## src/rtl/pc_redirect_unit_if.sv

```systemverilog
// Branch-resolution / fetch-redirect bundle between the ID stage, the hazard unit
// and the PC redirect unit.
interface pc_redirect_unit_if #(
  parameter int ADDR_W = 64,
  parameter int CNT_W  = 32
);
  logic              stall;
  logic              br_valid;
  logic              br_taken;
  logic [1:0]        br_kind;
  logic [ADDR_W-1:0] br_pc;
  logic [ADDR_W-1:0] br_imm;
  logic [ADDR_W-1:0] br_reg;
  logic [ADDR_W-1:0] pc_out;
  logic              if_valid;
  logic              flush_ifid;
  logic              link_we;
  logic [ADDR_W-1:0] link_data;
  logic              misalign;
  logic [CNT_W-1:0]  redirect_cnt;

  modport master (
    output stall, br_valid, br_taken, br_kind, br_pc, br_imm, br_reg,
    input  pc_out, if_valid, flush_ifid, link_we, link_data, misalign, redirect_cnt
  );

  modport slave (
    input  stall, br_valid, br_taken, br_kind, br_pc, br_imm, br_reg,
    output pc_out, if_valid, flush_ifid, link_we, link_data, misalign, redirect_cnt
  );
endinterface

```

## src/rtl/pc_redirect_unit.sv

```systemverilog
// Program counter owner: sequential fetch, taken-branch redirect with one-slot
// squash, BL link write, BR misalignment flag and a taken-redirect counter.
module pc_redirect_unit #(
  parameter int                ADDR_W   = 64,
  parameter logic [ADDR_W-1:0] RESET_PC = '0,
  parameter int                CNT_W    = 32
) (
  input logic               clk,
  input logic               reset_n,
  pc_redirect_unit_if.slave bus
);

  typedef enum logic [1:0] {
    ST_BOOT  = 2'd0,
    ST_RUN   = 2'd1,
    ST_FLUSH = 2'd2
  } state_e;

  localparam logic [1:0]        KIND_REL = 2'b00;
  localparam logic [1:0]        KIND_BL  = 2'b01;
  localparam logic [1:0]        KIND_BR  = 2'b10;
  localparam logic [1:0]        KIND_RSV = 2'b11;
  localparam logic [ADDR_W-1:0] PC_STEP  = {{(ADDR_W-3){1'b0}}, 3'b100};
  localparam logic [CNT_W-1:0]  CNT_ONE  = {{(CNT_W-1){1'b0}}, 1'b1};

  state_e            state_r;
  state_e            state_nxt_s;
  logic [ADDR_W-1:0] pc_r;
  logic [ADDR_W-1:0] pc_nxt_s;
  logic [CNT_W-1:0]  cnt_r;
  logic              misalign_r;
  logic              redirect_s;
  logic              is_bl_s;
  logic              br_unaligned_s;
  logic [ADDR_W-1:0] rel_target_s;
  logic [ADDR_W-1:0] reg_target_s;
  logic [ADDR_W-1:0] target_s;

  // Redirect qualification; && keeps an unknown br_taken from leaking when br_valid=0.
  always_comb begin
    redirect_s     = (state_r == ST_RUN) && bus.br_valid && bus.br_taken
                     && (bus.br_kind != KIND_RSV);
    is_bl_s        = redirect_s && (bus.br_kind == KIND_BL);
    br_unaligned_s = redirect_s && (bus.br_kind == KIND_BR)
                     && (bus.br_reg[1:0] != 2'b00);
  end

  // Branch target: word-scaled PC-relative offset, or register with low bits cleared.
  always_comb begin
    rel_target_s = bus.br_pc + {bus.br_imm[ADDR_W-3:0], 2'b00};
    reg_target_s = {bus.br_reg[ADDR_W-1:2], 2'b00};
    if (bus.br_kind == KIND_BR) begin
      target_s = reg_target_s;
    end else begin
      target_s = rel_target_s;
    end
  end

  // FSM state register.
  always_ff @(posedge clk or negedge reset_n) begin
    if (!reset_n) begin
      state_r <= ST_BOOT;
    end else begin
      state_r <= state_nxt_s;
    end
  end

  // FSM next state: a redirect beats stall; BOOT always advances.
  always_comb begin
    state_nxt_s = state_r;
    case (state_r)
      ST_BOOT: begin
        state_nxt_s = ST_RUN;
      end
      ST_RUN: begin
        if (redirect_s) begin
          state_nxt_s = ST_FLUSH;
        end else begin
          state_nxt_s = ST_RUN;
        end
      end
      ST_FLUSH: begin
        if (bus.stall) begin
          state_nxt_s = ST_FLUSH;
        end else begin
          state_nxt_s = ST_RUN;
        end
      end
      default: begin
        state_nxt_s = ST_BOOT;
      end
    endcase
  end

  // Next fetch address selection.
  always_comb begin
    pc_nxt_s = pc_r;
    if (redirect_s) begin
      pc_nxt_s = target_s;
    end else if (bus.stall) begin
      pc_nxt_s = pc_r;
    end else if (state_r == ST_BOOT) begin
      pc_nxt_s = pc_r;
    end else begin
      pc_nxt_s = pc_r + PC_STEP;
    end
  end

  // PC, redirect counter and sticky misalignment flag.
  always_ff @(posedge clk or negedge reset_n) begin
    if (!reset_n) begin
      pc_r       <= RESET_PC;
      cnt_r      <= '0;
      misalign_r <= 1'b0;
    end else begin
      pc_r <= pc_nxt_s;
      if (redirect_s) begin
        cnt_r <= cnt_r + CNT_ONE;
      end else begin
        cnt_r <= cnt_r;
      end
      if (br_unaligned_s) begin
        misalign_r <= 1'b1;
      end else begin
        misalign_r <= misalign_r;
      end
    end
  end

  // FSM outputs; flush and link act in the resolving cycle.
  always_comb begin
    bus.pc_out       = pc_r;
    bus.redirect_cnt = cnt_r;
    bus.misalign     = misalign_r;
    bus.flush_ifid   = redirect_s;
    bus.link_we      = is_bl_s;
    bus.if_valid     = 1'b0;
    case (state_r)
      ST_RUN:   bus.if_valid = 1'b1;
      ST_FLUSH: bus.if_valid = 1'b1;
      default:  bus.if_valid = 1'b0;
    endcase
    if (is_bl_s) begin
      bus.link_data = bus.br_pc + PC_STEP;
    end else begin
      bus.link_data = '0;
    end
  end

endmodule
```

## src/flat_wrapper.sv

```systemverilog
// flat-port wrapper written by rule: the top's interface ports become plain ports
module pc_redirect_unit_flat 
#(
  parameter int                ADDR_W   = 64,
  parameter logic [ADDR_W-1:0] RESET_PC = '0,
  parameter int                CNT_W    = 32
)
  (clk, reset_n, bus_stall, bus_br_valid, bus_br_taken, bus_br_kind, bus_br_pc, bus_br_imm, bus_br_reg, bus_pc_out, bus_if_valid, bus_flush_ifid, bus_link_we, bus_link_data, bus_misalign, bus_redirect_cnt);
  pc_redirect_unit_if #(.ADDR_W(ADDR_W), .CNT_W(CNT_W)) bus_i ();
  input logic clk;
  input logic reset_n;
  input wire logic [$bits(bus_i.stall)-1:0] bus_stall;
  input wire logic [$bits(bus_i.br_valid)-1:0] bus_br_valid;
  input wire logic [$bits(bus_i.br_taken)-1:0] bus_br_taken;
  input wire logic [$bits(bus_i.br_kind)-1:0] bus_br_kind;
  input wire logic [$bits(bus_i.br_pc)-1:0] bus_br_pc;
  input wire logic [$bits(bus_i.br_imm)-1:0] bus_br_imm;
  input wire logic [$bits(bus_i.br_reg)-1:0] bus_br_reg;
  output wire logic [$bits(bus_i.pc_out)-1:0] bus_pc_out;
  output wire logic [$bits(bus_i.if_valid)-1:0] bus_if_valid;
  output wire logic [$bits(bus_i.flush_ifid)-1:0] bus_flush_ifid;
  output wire logic [$bits(bus_i.link_we)-1:0] bus_link_we;
  output wire logic [$bits(bus_i.link_data)-1:0] bus_link_data;
  output wire logic [$bits(bus_i.misalign)-1:0] bus_misalign;
  output wire logic [$bits(bus_i.redirect_cnt)-1:0] bus_redirect_cnt;
  assign bus_i.stall = bus_stall;
  assign bus_i.br_valid = bus_br_valid;
  assign bus_i.br_taken = bus_br_taken;
  assign bus_i.br_kind = bus_br_kind;
  assign bus_i.br_pc = bus_br_pc;
  assign bus_i.br_imm = bus_br_imm;
  assign bus_i.br_reg = bus_br_reg;
  assign bus_pc_out = bus_i.pc_out;
  assign bus_if_valid = bus_i.if_valid;
  assign bus_flush_ifid = bus_i.flush_ifid;
  assign bus_link_we = bus_i.link_we;
  assign bus_link_data = bus_i.link_data;
  assign bus_misalign = bus_i.misalign;
  assign bus_redirect_cnt = bus_i.redirect_cnt;
  pc_redirect_unit #(.ADDR_W(ADDR_W), .RESET_PC(RESET_PC), .CNT_W(CNT_W)) u_core (.clk(clk), .reset_n(reset_n), .bus(bus_i));
endmodule
```

## config.mk

```make
export PLATFORM = sky130hd
export DESIGN_NAME = pc_redirect_unit_flat
export DESIGN_NICKNAME = d
export VERILOG_FILES = /design/src/rtl/pc_redirect_unit_if.sv /design/src/rtl/pc_redirect_unit.sv /design/src/flat_wrapper.sv
export SDC_FILE = /design/constraint.sdc
export NUM_CORES = 1
export LEC_CHECK = 0
export CORE_ASPECT_RATIO = 0.8
export CORE_MARGIN = 2
export CORE_UTILIZATION = 38
export DETAILED_ROUTE_END_ITERATION = 10
export PLACE_DENSITY = 0.69
export SLEW_MARGIN = 20
export SYNTH_ARGS = -nofsm -noshare
export SYNTH_HDL_FRONTEND = slang
export SYNTH_SLANG_ARGS = --single-unit
```

## constraint.sdc

```tcl
create_clock -name clk -period 5.3 [get_ports clk]
set_input_delay 0.53 -clock clk [delete_from_list [all_inputs] [get_ports clk]]
set_output_delay 0.53 -clock clk [all_outputs]
set_load 0.02 [all_outputs]
```

==> results, run 1 <==
- The boundary pin count is 363.
- The post-detailed-route count of antenna-violating nets is 0.
- The setup violation total in the final timing report is 0.
- Counting along the longest clock path gives a buffer depth of 2.
- Once the clock tree was built, the resizer swapped 0 gates to a different size.
- The class of the most critical hold timing path is in -> async.
- At the pin with the least slew margin, the transition time is 1.10 ns.
- The root buffer cell is sky130_fd_sc_hd__clkbuf_16.
- The most used flip-flop cell after synthesis is sky130_fd_sc_hd__dfrtp_1.
- The tool flagged a number of max-cap violations equal to 0.
- Hold is met by 0.224 ns.
- Measured along the y axis, the die boundary spans 157 um.
- In this run, synthesis inferred 0 flip-flops with an integrated enable.
- Hold repair after CTS inserted 0 buffers.
- For this design the static power due to leakage is 0.00595 uW.
- The reg2reg setup slack is 2.06 ns.
- After synthesis, the mean cell area works out to 7.27 um^2.
- The top cell types in the final layout, fill and taps aside, are sky130_fd_sc_hd__clkdlybuf4s50_1 (359), sky130_fd_sc_hd__nand2_1 (183), sky130_fd_sc_hd__nor2_1 (176).
- The synthesized net count is 1789.
- The initial antenna violation count came to 4.
- After detailed routing, the number of remaining DRC violations is 0.
- Summed over all layers, the routed wires come to 42.9 mm.
- The worst-case vdd ir drop is 0.185 mV.
- The floorplan core area is 28400 um^2.
- The pin count of the biggest net entering global routing is 55.
- The global-route wire length before repair is 65.4 mm.
- Summing all placed instances gives a cell area of 15000 um^2.
- The relative slew slack is 26.9%.
- Based on the critical path, the design can be clocked at up to 202 MHz.
- After detailed routing, the wire length on met1 is 19.7 mm.
- The data required time of the critical path is 4.77 ns.
- Adding up every negative setup slack in the final design gives 0 ns.
- The met2 layer wire length in the routed design is 18.6 mm.
- Setup repair after global routing left no endpoint under its margin.
- The flow ran to the end, and the final reports show no timing, DRC or antenna violations.
- The number of buffers added for setup after CTS is 0.
- The clock latency on the worst-skew pair is 0.35 ns.
- Along the worst path, the maximum fanout reaches 6.
- Global routing used 26.9% of the available tracks.
- The sort of element at the end of the critical path is an output pin.
- Excluding fillers, the count of instances in the completed layout stands at 2214.
- The die covers 30500 um^2.
- The CTS buffer count is 9.
- The total power density per cell area is 308 nW/um^2.
- The share of synthesized registers carrying an async set or reset is 100%.
- The post-route fraction of the period consumed by the critical path is 93.3%.
- The via count of the first global-routing pass is 11700.
- The mapped cell area is 11100 um^2.
- The worst setup margin is 0.354 ns.
- Subtracting the final worst setup slack from the clock period gives 4.95 ns.
- For this configuration, the core starts out at a cell density of 38.9%.
- The post-detailed-placement half-perimeter wirelength is 34.0 mm.
- The fraction of layout instances using a drive strength above 1 is 4.13%.
- Synthesis produced 1521 cells.
- The final design instance area without fill is 15300 um^2.
- The count of yosys warnings during synthesis is 0.
- The met3 routed wirelength is 3.65 mm.
- For this design, the sink count on the clock tree is 99.
- The kind of critical path is in -> out.
- Leaving out fill and tap cells, the most frequent cell in the layout is sky130_fd_sc_hd__clkdlybuf4s50_1.
- The TritonCTS clock tree is yes.
- The detailed-routing iteration count for the pre-antenna-repair pass is 5.
- The first routing iteration left 1028 violations.
- From synthesis to final layout, the design area changed by 38.7%.
- The number of buffer cells added on primary ports is 360.
- Using the TritonRoute via totals, the vias-per-cell ratio works out to 5.79.
- The weighted congestion reported at the end of routability-driven placement is 0.926.
- The share of the yosys chip area belonging to registers is 22.4%.
- Counting tap cells, the placed design contains a total of 2194 instances.
- The final hold violation count was 0.
- The max-slew violation total from the final report is 0.
- In this run the core area contains 55 standard-cell rows.
- The type of element launching the critical path is a primary input.
- The total overflow left after global routing is 0.
- The top layer used by detailed routing is met4.
- Synthesis inferred 99 register bits.
- Clock-pin slew was measured on the worst setup and hold paths at 0.07 ns.
- The number of H-tree branching levels is 3.
- The data arrival time of the critical path is 4.42 ns.
- The number of nets in the layout is 2103.
- The pre-CTS worst setup slack is 0.335 ns.
- In this run, distinct cell masters in the synthesized netlist total 85.
- The clock arrives with 0.00625 ns of skew.
- Summing over every cut layer, the via total after detailed routing is 12800.
- The floorplan step set the die width to 195 um.
- Dividing the detail-routed wire length by the instance count gives 19.4 um.
==> cells in the mapped netlist (12+ instances only) <==
library cell / number / area (um^2)
sky130_fd_sc_hd__nand3_1: 76 / 380
sky130_fd_sc_hd__inv_1: 32 / 120
sky130_fd_sc_hd__or3_1: 19 / 119
sky130_fd_sc_hd__xor2_1: 65 / 569
sky130_fd_sc_hd__o21bai_1: 20 / 150
sky130_fd_sc_hd__a31oi_1: 20 / 125
sky130_fd_sc_hd__nand2_1: 184 / 691
sky130_fd_sc_hd__and3_1: 33 / 206
sky130_fd_sc_hd__a211oi_1: 19 / 143
sky130_fd_sc_hd__dfrtp_1: 99 / 2480
sky130_fd_sc_hd__ha_1: 68 / 851
sky130_fd_sc_hd__a21o_1: 27 / 203
sky130_fd_sc_hd__nor2_1: 177 / 664
sky130_fd_sc_hd__xnor2_1: 62 / 543
sky130_fd_sc_hd__nand4_1: 48 / 300
sky130_fd_sc_hd__clkbuf_1: 61 / 229
sky130_fd_sc_hd__nor3_1: 35 / 175
sky130_fd_sc_hd__o21ai_0: 110 / 551
sky130_fd_sc_hd__a21oi_1: 150 / 751
sky130_fd_sc_hd__o211ai_1: 12 / 90.1
sky130_fd_sc_hd__nand2b_1: 13 / 81.3
==> where the power goes <==
group | internal [uW] | switching (uW)
Sequential | 1020 | 377
Combinational | 1110 | 1470
Clock | 433 | 312
==> through the flow <==
stage / utilization [%] / total power, uW
3_3_place_gp: 52.7 / 3920
6_report: 53.9 / 4720
2_1_floorplan: - / 2700
4_1_cts: 53.9 / 4720
5_1_grt: 53.9 / 5010
3_5_place_dp: 52.7 / 3960
==> state kept, by name, summed over array words and instances (netlist names) <==
register and count:
u_core.bus.pc_out 64, u_core.bus.redirect_cnt 32, u_core.state_r 2, u_core.bus.misalign 1
==> critical path, stage by stage <==
cell	delay, ns
sky130_fd_sc_hd__clkdlybuf4s50_1	0.64
sky130_fd_sc_hd__ha_1	0.32
sky130_fd_sc_hd__nand2_1	0.18
sky130_fd_sc_hd__nor4_4	0.44
sky130_fd_sc_hd__nand3_1	0.28
sky130_fd_sc_hd__nor3_2	0.16
sky130_fd_sc_hd__buf_4	0.16
sky130_fd_sc_hd__nand2b_1	0.15
sky130_fd_sc_hd__nor2_2	0.20
sky130_fd_sc_hd__and4_1	0.33
sky130_fd_sc_hd__nand4_1	0.14
sky130_fd_sc_hd__xor2_1	0.16
sky130_fd_sc_hd__nor2_1	0.09
sky130_fd_sc_hd__clkdlybuf4s50_1	0.62
==> path summary, 6_finish.rpt <==
kind	start	end	cells past startpoint
worst max-delay path	bus_br_pc[2]	bus_link_data[62]	14
worst min-delay path	reset_n	u_core.bus.redirect_cnt[9]	1
worst max register to register	u_core.state_r[1]	u_core.bus.pc_out[54]	10
worst min register to register	u_core.bus.misalign	u_core.bus.misalign	1
max in group asynchronous	reset_n	u_core.bus.pc_out[43]	2
min in group clk	u_core.bus.misalign	u_core.bus.misalign	1
==> cell type report <==
class / instances / area [um^2]
flip-flops and latches: 99 / 2480
clock buffers: 10 / 239
inverters: 32 / 120
repair buffers: 380 / 3750
multi-input cells: 1313 / 8170
diodes: 4 / 10.0
clock inverters: 6 / 96.3
fillers: 2722 / 13100
well taps: 370 / 463
==> cell families after synthesis <==
group	share of synthesized area, %
compound gates	26.1
xor+xnor	10.1
fa+ha+maj	7.88
buf+inv	3.94
flops	22.4
mux	0.566
simple gates	29.0
==> per-layer routing <==
layer	global-route usage, %	vias up
met4	7.22	0
met2	41.2	515
met3	6.16	56
met5	0	-
li1	-	6214
met1	38.1	6030
Power figures use the tool's default switching activity.
==> inputs of run 2 (changes only) <==
--- a/config.mk
+++ b/config.mk
@@ -8,9 +8,10 @@
 export CORE_ASPECT_RATIO = 0.8
 export CORE_MARGIN = 2
 export CORE_UTILIZATION = 38
+export CTS_CLUSTER_DIAMETER = 100
 export DETAILED_ROUTE_END_ITERATION = 10
 export PLACE_DENSITY = 0.69
-export SLEW_MARGIN = 20
+export SLEW_MARGIN = 5
 export SYNTH_ARGS = -nofsm -noshare
 export SYNTH_HDL_FRONTEND = slang
 export SYNTH_SLANG_ARGS = --single-unit
==> results of run 2 <==
Final layout, timing and power as in run 1 (identical DEF).
